[config.mk]
export PLATFORM = sky130hd
export DESIGN_NAME = serial_compare_ctrl
export DESIGN_NICKNAME = d
export VERILOG_FILES = /design/src/rtl/compare_pkg.sv /design/src/rtl/cmp_bit_slice.sv /design/src/rtl/serial_compare_ctrl.sv
export SDC_FILE = /design/constraint.sdc
export NUM_CORES = 1
export LEC_CHECK = 0
export BUFFER_PORTS_ARGS = -buffer_cell sky130_fd_sc_hd__buf_2
export CORE_ASPECT_RATIO = 0.8
export CORE_MARGIN = 4
export CORE_UTILIZATION = 53
export CTS_BUF_LIST = sky130_fd_sc_hd__clkbuf_16
export DETAILED_ROUTE_END_ITERATION = 8
export PLACE_DENSITY = 0.76
export SYNTH_ARGS = -nofsm -noshare
export SYNTH_HDL_FRONTEND = slang
export SYNTH_HIERARCHICAL = 1
export SYNTH_SLANG_ARGS = --single-unit
[constraint.sdc]
create_clock -name clk -period 1.7 [get_ports clk]
set_input_delay 0.085 -clock clk [delete_from_list [all_inputs] [get_ports clk]]
set_output_delay 0.085 -clock clk [all_outputs]
set_load 0.03 [all_outputs]
[src/rtl/compare_pkg.sv]
// Shared types for the serial magnitude comparator: controller state encoding
// and the one-hot {gt,eq,lt} result vector.
package compare_pkg;

   typedef enum logic [1:0] {
      IDLE = 2'd0,
      SCAN = 2'd1,
      DONE = 2'd2
   } cmp_state_t;

   localparam logic [2:0] CMP_GT   = 3'b100;
   localparam logic [2:0] CMP_EQ   = 3'b010;
   localparam logic [2:0] CMP_LT   = 3'b001;
   localparam logic [2:0] CMP_NONE = 3'b000;

endpackage

[src/rtl/cmp_bit_slice.sv]
// One-bit magnitude compare slice; the controller walks it MSB first.
module cmp_bit_slice (
   input  logic a,
   input  logic b,
   output logic gt,
   output logic eq,
   output logic lt
);

   always_comb begin
      if (a && !b) begin
         gt = 1'b1;
         eq = 1'b0;
         lt = 1'b0;
      end else if (!a && b) begin
         gt = 1'b0;
         eq = 1'b0;
         lt = 1'b1;
      end else begin
         gt = 1'b0;
         eq = 1'b1;
         lt = 1'b0;
      end
   end

endmodule

[src/rtl/serial_compare_ctrl.sv]
// Bit-serial unsigned comparator: scans WIDTH bits MSB first through one
// cmp_bit_slice and returns a registered one-hot gt/eq/lt with the scan length.
//
// state | meaning
// IDLE  | waiting for operands, start_ready high
// SCAN  | one slice evaluation per cycle, index counting down to 0
// DONE  | result held, res_valid high until res_ready
module serial_compare_ctrl
   import compare_pkg::*;
#(
   parameter int WIDTH      = 8,
   parameter int EARLY_EXIT = 1
) (
   input  logic                       clk,
   input  logic                       reset_n,
   input  logic                       start_valid,
   output logic                       start_ready,
   input  logic [WIDTH-1:0]           a_in,
   input  logic [WIDTH-1:0]           b_in,
   output logic                       res_valid,
   input  logic                       res_ready,
   output logic                       gt,
   output logic                       eq,
   output logic                       lt,
   output logic                       busy,
   output logic [$clog2(WIDTH+1)-1:0] cycles
);

   localparam int CNT_W = $clog2(WIDTH + 1);
   localparam int IDX_W = (WIDTH > 1) ? $clog2(WIDTH) : 1;

   cmp_state_t       state_q;
   cmp_state_t       state_nxt;
   logic [WIDTH-1:0] a_q;
   logic [WIDTH-1:0] b_q;
   logic [IDX_W-1:0] idx_q;
   logic [CNT_W-1:0] cycles_q;
   logic [2:0]       res_q;
   logic             decided_q;

   logic             s_gt;
   logic             s_eq;
   logic             s_lt;
   logic             accept;
   logic             diff;
   logic             last;

   // Operands shift left each SCAN cycle, so the slice always sees the MSB.
   cmp_bit_slice u_slice (
      .a  (a_q[WIDTH-1]),
      .b  (b_q[WIDTH-1]),
      .gt (s_gt),
      .eq (s_eq),
      .lt (s_lt)
   );

   always_ff @(posedge clk or negedge reset_n) begin
      if (!reset_n) begin
         state_q <= IDLE;
      end else begin
         state_q <= state_nxt;
      end
   end

   always_comb begin
      state_nxt = state_q;
      accept    = 1'b0;
      diff      = !s_eq;
      last      = (idx_q == '0);
      case (state_q)
         IDLE: begin
            if (start_valid) begin
               accept    = 1'b1;
               state_nxt = SCAN;
            end
         end
         SCAN: begin
            if (last || ((EARLY_EXIT != 0) && diff)) begin
               state_nxt = DONE;
            end
         end
         DONE: begin
            if (res_ready) begin
               state_nxt = IDLE;
            end
         end
         default: state_nxt = IDLE;
      endcase
   end

   always_ff @(posedge clk or negedge reset_n) begin
      if (!reset_n) begin
         a_q       <= '0;
         b_q       <= '0;
         idx_q     <= '0;
         cycles_q  <= '0;
         res_q     <= CMP_NONE;
         decided_q <= 1'b0;
      end else if (accept) begin
         a_q       <= a_in;
         b_q       <= b_in;
         idx_q     <= IDX_W'(WIDTH - 1);
         cycles_q  <= '0;
         res_q     <= CMP_NONE;
         decided_q <= 1'b0;
      end else if (state_q == SCAN) begin
         a_q      <= a_q << 1;
         b_q      <= b_q << 1;
         cycles_q <= cycles_q + CNT_W'(1);
         if (!last) begin
            idx_q <= idx_q - IDX_W'(1);
         end
         // First difference wins; later bits in a full scan never overwrite it.
         if (!decided_q && diff) begin
            res_q     <= {s_gt, 1'b0, s_lt};
            decided_q <= 1'b1;
         end else if (!decided_q && last) begin
            res_q <= CMP_EQ;
         end
      end
   end

   assign start_ready = (state_q == IDLE);
   assign busy        = (state_q != IDLE);
   assign res_valid   = (state_q == DONE);
   assign gt          = res_q[2];
   assign eq          = res_q[1];
   assign lt          = res_q[0];
   assign cycles      = cycles_q;

endmodule
==> flow_summary.json, run 1 <==
{
  "tritoncts_sink_count": 29,
  "routedWlPerCell_um": 15.4,
  "relSlewSlack_pct": 54.9,
  "dr.pass1.iters": 4,
  "internal-power_mw": 2.11,
  "cts_tree": "done",
  "cellPowerDensity_mw_per_mm2": 1960,
  "final-setup-viol-count": 0,
  "tightest_slew_ps": 675,
  "drive_gt1_share_pct": 27.2,
  "layout-area-overhead-vs-synth_pct": 23.1,
  "status": "complete, no violations",
  "path_max_fanout": 5,
  "highest_attainable_clock_frequency_mhz": 660,
  "synthesis.area_sq_mm": 0.00147,
  "layout_setup_ws_ps": 186,
  "timing.clock.skew_ps": 3.94,
  "syn-mean-instance-area_sq_um": 9.87,
  "initial_core_util_pct": 57.8,
  "crit_required_ps": 1880,
  "whs_ps": 60.4,
  "relative_contribution_of_combinational_cells_to_total_power_pct": 41.9,
  "total_leakage_power_nw": 0.891,
  "end_of_the_worst_register_to_register_path": "res_q[0]$_DFFE_PN0P_",
  "dieHeight_um": 55.1,
  "detailedRoute.firstIterationViolations": 101,
  "hold_class": "in -> reg",
  "design_power_total_mw": 3.54,
  "share_of_yosys_cell_area_claimed_by_the_top_area_cell_type_pct": 49.4,
  "fin_crit_sh_pct": 89.1,
  "grt-ovfl-total": 0,
  "timing.setup.critical_path_class": "reg -> reg",
  "grt_start_max_net_pins": 30,
  "detail-route-antenna-nets": 0,
  "core.rowCount": 16,
  "critical_path.startpoint": "a_q[7]$_DFFE_PN0P_",
  "post_syn_instances": 149,
  "antenna_cells": 0,
  "io_pins": 30,
  "fill_cells": 197,
  "clkPwrFrac_pct": 22.4,
  "grt_setup_unrepaired": "no",
  "final_hold_viol_count": 0,
  "worstSkewPairLatency_ps": 270,
  "maximum_buffer_depth_of_the_clock_tree": 2,
  "worst_vdd_drop_mv": 1.06,
  "ys_ff_latch": 29,
  "postSynthNetCount": 174,
  "ys_top_cells_by_area": "sky130_fd_sc_hd__dfrtp_1 49%, sky130_fd_sc_hd__a22oi_1 8.2%, sky130_fd_sc_hd__o21ai_0 5.8%, sky130_fd_sc_hd__nand2_1 4.9%, sky130_fd_sc_hd__ha_1 4.3%",
  "initial_antenna_violation_count": 0,
  "synth_largest_area_cell": "sky130_fd_sc_hd__dfrtp_1",
  "worst_r2r_path_depth": 5,
  "power.sequential.fraction_pct": 35.8,
  "drc": 0,
  "postRouteWirelength_um": 3380,
  "routed-via-count": 1221,
  "routabilityCongestion": 0.803,
  "die_span_in_x_um": 66.9,
  "place.detailed.hpwl_um": 2370,
  "root_buffer_cell": "sky130_fd_sc_hd__clkbuf_16",
  "number_of_global_route_vias_before_repair": 1212,
  "startpoint_of_the_lowest_slack_hold_path": "a_in[0]",
  "clk_pin_slew_worst_setup_hold_paths_ps": 50,
  "min_period_ps": 1510,
  "grt_pass1_wl_um": 5580,
  "sw_frac_of_total_pct": 40.4,
  "final_max_slew_viol_count": 0,
  "drv.max_cap_violation_count": 0,
  "grtUsageTotal_pct": 21.2,
  "yosys.cell_types.count": 32,
  "synth.yosys.seq_area_share_pct": 49.4,
  "routed_via_density": 5.55,
  "synthesis.yosys.warnings": 6,
  "worstPathArrival_ps": 1690,
  "worst_setup_path_start_kind": "register",
  "r2r_start": "a_q[7]$_DFFE_PN0P_",
  "timing.setup.tns_ps": 0,
  "cts.htree.levels": 2,
  "net_load_switching_power_mw": 1.43,
  "worst_setup_path_endpoint": "res_q[0]$_DFFE_PN0P_",
  "floorplan.core_area_sq_mm": 0.00254,
  "die_area_sq_mm": 0.00369,
  "r2r_setup_slack_ps": 190,
  "place_ws_ps": 119,
  "crit_path_end_kind": "register",
  "design.final.nets": 209,
  "cts_inserted_buffers": 5,
  "port-buffer-count": 29
}
[worst min-delay path by stage]
stage                            to  cells after the start
6_report         a_q[0]$_DFFE_PN0P_                      3
5_1_grt          a_q[0]$_DFFE_PN0P_                      3
4_1_cts          a_q[0]$_DFFE_PN0P_                      3
3_5_place_dp   res_q[2]$_DFFE_PN0P_                      1
3_3_place_gp   res_q[1]$_DFFE_PN0P_                      1
2_1_floorplan    a_q[0]$_DFFE_PN0P_                      0
[synthesized netlist by cell type]
library cell	count
sky130_fd_sc_hd__o21a_1	1
sky130_fd_sc_hd__buf_4	1
sky130_fd_sc_hd__inv_1	12
sky130_fd_sc_hd__or3b_4	1
sky130_fd_sc_hd__nand4_1	1
sky130_fd_sc_hd__nand3_2	3
sky130_fd_sc_hd__buf_2	5
sky130_fd_sc_hd__or4_1	1
sky130_fd_sc_hd__clkbuf_1	2
sky130_fd_sc_hd__dfrtp_1	29
sky130_fd_sc_hd__a21o_1	1
sky130_fd_sc_hd__o21ai_0	17
sky130_fd_sc_hd__o21bai_1	1
sky130_fd_sc_hd__nand2_1	19
sky130_fd_sc_hd__o31ai_1	2
sky130_fd_sc_hd__a2bb2oi_1	2
sky130_fd_sc_hd__o21ai_1	3
sky130_fd_sc_hd__nand3b_1	1
sky130_fd_sc_hd__nor4b_2	1
sky130_fd_sc_hd__nand2b_1	2
sky130_fd_sc_hd__a21bo_1	1
sky130_fd_sc_hd__o21ai_2	3
sky130_fd_sc_hd__a22oi_1	16
sky130_fd_sc_hd__nor2_1	2
sky130_fd_sc_hd__buf_6	2
sky130_fd_sc_hd__nor2b_1	5
sky130_fd_sc_hd__ha_1	5
sky130_fd_sc_hd__nor4b_1	1
sky130_fd_sc_hd__o311ai_1	1
sky130_fd_sc_hd__nand3_1	5
sky130_fd_sc_hd__mux2i_1	1
sky130_fd_sc_hd__a21oi_1	2
[metal layers]
metal	up-vias	wire length [um]	global-route usage, %	share of wire [%]
li1	590	-	-	-
met5	-	0	0	0
met2	46	1600	33.9	47
met4	0	69	8.75	2.0
met1	576	1460	26.1	43
met3	9	252	8.28	7.5
[worst max-delay path: stages (launching register included)]
cell and delay [ps]:
sky130_fd_sc_hd__dfrtp_1 390, sky130_fd_sc_hd__inv_1 70, sky130_fd_sc_hd__ha_1 370, sky130_fd_sc_hd__nor4b_4 410, sky130_fd_sc_hd__nand2_1 110, sky130_fd_sc_hd__o31ai_1 70
[sequential cells by signal, indices dropped and copies added, names as in the netlist]
name and count:
a_q 8, b_q 8, cycles 4, idx_q 3
res_q 3, state_q 2, decided_q 1
[cell usage in the layout, fill, tap and decap left out, drive strengths merged, types with 2 or more instances in the layout]
master / netlist / layout
buf: 8 / 37
dfrtp: 29 / 29
o21ai: 23 / 23
nand2: 19 / 19
a22oi: 16 / 16
inv: 12 / 13
nand3: 8 / 8
nor2b: 5 / 5
ha: 5 / 5
clkbuf: 2 / 5
nor2: 2 / 2
a21oi: 2 / 2
o31ai: 2 / 2
nand2b: 2 / 2
a2bb2oi: 2 / 2
nor4b: 2 / 2
[layout make-up]
type / count / area, sq um / share of cell area, %
timing repair buffer: 38 / 215 / 11.9
sequential: 29 / 726 / 40.1
multi-input combinational: 98 / 646 / 35.7
inverter: 12 / 45.0 / 2.49
clock buffer: 5 / 125 / 6.92
tap: 36 / 45.0 / 2.49
clock inverter: 2 / 7.51 / 0.415
[per-stage QoR]
step	utilization [%]	cell area (sq um)	cells
global route	71.2	1810	220
floorplan	-	1470	149
global placement	65.2	1660	212
detailed placement	65.2	1660	212
finish	71.2	1810	220
CTS	70.8	1800	220
[logic make-up (layout without fill, tap and decap cells)]
logic type	after synthesis	in the layout	synth area share, %
AOI/OAI and AO/OA	50	50	22.5
adders and majority gates	5	5	4.26
buffers and inverters	22	57	7.32
DFF	29	29	49.4
muxes	1	1	0.681
and+or+nand+nor	42	42	15.9
[repair_timing]
item | 4_1_cts | 5_1_grt
hold buffers | 1 | 0
setup buffers | 0 | 0
resized for setup | 0 | 1
endpoints found under the hold margin | 29 | 0
endpoints found under the setup margin | 0 | 2
[power groups by stage]
stage / Combinational (mW) / Clock, mW / Sequential [mW]
6_report: 1.48 / 0.792 / 1.27
5_1_grt: 1.65 / 0.850 / 1.30
4_1_cts: 1.46 / 0.812 / 1.26
3_5_place_dp: 1.44 / 0 / 1.26
3_3_place_gp: 1.39 / 0 / 1.24
2_1_floorplan: 0.955 / 0 / 1.32
Power figures use the tool's default switching activity.
==> inputs of run 2 (changes only) <==
--- a/config.mk
+++ b/config.mk
@@ -6,12 +6,12 @@
 export NUM_CORES = 1
 export LEC_CHECK = 0
 export BUFFER_PORTS_ARGS = -buffer_cell sky130_fd_sc_hd__buf_2
-export CORE_ASPECT_RATIO = 0.8
 export CORE_MARGIN = 4
 export CORE_UTILIZATION = 53
 export CTS_BUF_LIST = sky130_fd_sc_hd__clkbuf_16
 export DETAILED_ROUTE_END_ITERATION = 8
 export PLACE_DENSITY = 0.76
+export RECOVER_POWER = 100
 export SYNTH_ARGS = -nofsm -noshare
 export SYNTH_HDL_FRONTEND = slang
 export SYNTH_HIERARCHICAL = 1
==> run 2 against run 1 <==
  * First-iteration DRC count down 31%
  * Fmax decreased by 2.0%
  * Count of clock-buffer cells in the layout unchanged
  * Die area fell by 0.15%
  * Setup slack worse by 30 ps
  * Global-route usage decreased by 0.77 points
  * Flip-flop and latch count stayed put
  * Critical endpoint is now b_q[3]$_DFFE_PN0P_
==> flow_summary.json, run 2 (synthesis results as in run 1) <==
{
  "final_max_slew_viol_count": 0,
  "core.rowCount": 18,
  "hold_class": "in -> reg",
  "r2r_setup_slack_ps": 160,
  "grt-ovfl-total": 0,
  "port-buffer-count": 29,
  "worst_vdd_drop_mv": 1.30,
  "crit_path_end_kind": "register",
  "place.detailed.hpwl_um": 2290,
  "io_pins": 30,
  "drive_gt1_share_pct": 19.8,
  "routedWlPerCell_um": 15.5,
  "final-setup-viol-count": 0,
  "tritoncts_sink_count": 29,
  "status": "complete, no violations",
  "final_common_cell": "sky130_fd_sc_hd__dfrtp_1",
  "routed-via-count": 1220,
  "worstSkewPairLatency_ps": 270,
  "r2r_start": "state_q[0]$_DFFE_PN0P_",
  "cts_inserted_buffers": 5,
  "worst_setup_path_start_kind": "register",
  "design.final.nets": 207,
  "detailedRoute.firstIterationViolations": 70,
  "path_max_fanout": 11,
  "tightest_slew_ps": 708,
  "postRouteWirelength_um": 3290,
  "post_cts_buffers": 0,
  "die_area_sq_mm": 0.00368,
  "total_leakage_power_nw": 0.832,
  "whs_ps": 68.8,
  "drv.max_cap_violation_count": 0,
  "crit_required_ps": 1880,
  "worstPathArrival_ps": 1720,
  "timing.clock.skew_ps": 3.01,
  "cellPowerDensity_mw_per_mm2": 1940,
  "layout_common_cells": "29 x sky130_fd_sc_hd__dfrtp_1, 22 x sky130_fd_sc_hd__o21ai_0, 19 x sky130_fd_sc_hd__nand2_1, 19 x sky130_fd_sc_hd__buf_2, 16 x sky130_fd_sc_hd__a22oi_1",
  "detail-route-antenna-nets": 0,
  "die_span_in_x_um": 60.7,
  "startpoint_of_the_lowest_slack_hold_path": "a_in[0]",
  "grt_start_max_net_pins": 30,
  "antenna_cells": 0,
  "floorplan.core_area_sq_mm": 0.00257,
  "slowest_delay_ps": 570,
  "clk_pin_slew_worst_setup_hold_paths_ps": 50,
  "cts_tree": "done",
  "drc": 0,
  "fin_crit_sh_pct": 90.9,
  "relSlewSlack_pct": 52.8,
  "cts.htree.levels": 2,
  "sequential_cell_area_in_the_final_layout_sq_um": 726,
  "critical-path-slowest-cell": "sky130_fd_sc_hd__nor2b_1",
  "root_buffer_cell": "sky130_fd_sc_hd__clkbuf_16",
  "routed_via_density": 5.75,
  "dr.pass1.iters": 4,
  "highest_attainable_clock_frequency_mhz": 647,
  "number_of_global_route_vias_before_repair": 1219,
  "fill_cells": 219,
  "dieHeight_um": 60.7,
  "initial_core_util_pct": 57.3,
  "grtUsageTotal_pct": 20.5,
  "layout-area-overhead-vs-synth_pct": 18.9,
  "initial_antenna_violation_count": 0,
  "cell_by_cell_trace_of_the_critical_path": "nor2b_1 > a22oi_1 > o21ai_0",
  "grt_setup_unrepaired": "no",
  "multi_input_comb_area_sq_um": 633,
  "maximum_buffer_depth_of_the_clock_tree": 2,
  "timing.setup.critical_path_class": "reg -> reg",
  "timing.setup.tns_ps": 0,
  "min_period_ps": 1540,
  "critical_path.startpoint": "state_q[0]$_DFFE_PN0P_",
  "routabilityCongestion": 0.760,
  "grt_pass1_wl_um": 5420,
  "final_hold_viol_count": 0
}
-- run 2: cell count changes in the layout (fill, tap and decap cells not counted), moves of 2 or more --
cell	delta
sky130_fd_sc_hd__buf_4	-7
sky130_fd_sc_hd__o21ai_2	-2
sky130_fd_sc_hd__clkbuf_1	+11
sky130_fd_sc_hd__o21ai_0	+5
sky130_fd_sc_hd__o21ai_1	-3
sky130_fd_sc_hd__buf_2	-10
sky130_fd_sc_hd__clkbuf_2	+4
-- run 2: final timing paths --
kind / to / cells after the start
max: b_q[3]$_DFFE_PN0P_ / 3
min: a_q[0]$_DFFE_PN0P_ / 3
max reg2reg: b_q[3]$_DFFE_PN0P_ / 3
min reg2reg: b_q[5]$_DFFE_PN0P_ / 2
max in group asynchronous: b_q[0]$_DFFE_PN0P_ / 2
min in group asynchronous: res_q[2]$_DFFE_PN0P_ / 2
-- run 2: final cells by class --
cell class,instances,share of cell area [%]
inverter,12,2.58
timing repair buffer,36,9.95
tap,30,2.15
sequential,29,41.5
multi-input combinational,98,36.2
clock inverter,2,0.429
clock buffer,5,7.16
-- run 2: through the flow --
stage / util, % / instance area, sq um / total power, mW / setup slack, ps / std cells
5_1_grt: 68.1 / 1750 / 3.63 / 6.09 / 212
2_1_floorplan: - / 1470 / 2.28 / 133 / 149
3_5_place_dp: 63.7 / 1640 / 2.67 / 135 / 204
6_report: 68.1 / 1750 / 3.39 / 155 / 212
4_1_cts: 69.2 / 1780 / 3.48 / 67.3 / 212
3_3_place_gp: 63.7 / 1640 / 2.60 / 192 / 204
-- run 2: where the power goes --
group	internal [mW]	total, mW	switching (mW)
Combinational	0.469	1.32	0.855
Clock	0.520	0.789	0.269
Sequential	1.00	1.28	0.272
-- run 2: worst max-delay path, delay by kind of cell (launching register included) --
kind / cells / cell delay [ps]
AO/OA/AOI/OAI: 2 / 370
AND/OR/NAND/NOR: 1 / 570
flip-flops: 1 / 500
-- run 2: layer usage --
layer  global-route usage [%]  share of wire, %
met2                     34.2                50
met3                     7.87               6.5
met5                        0                 0
met1                     25.2                43
met4                     4.64              0.30
-- run 2: what timing repair did --
action	CTS	global route
resized for setup	0	1
hold buffers	1	0
endpoints found under the hold margin	29	0
endpoints found under the setup margin	0	11
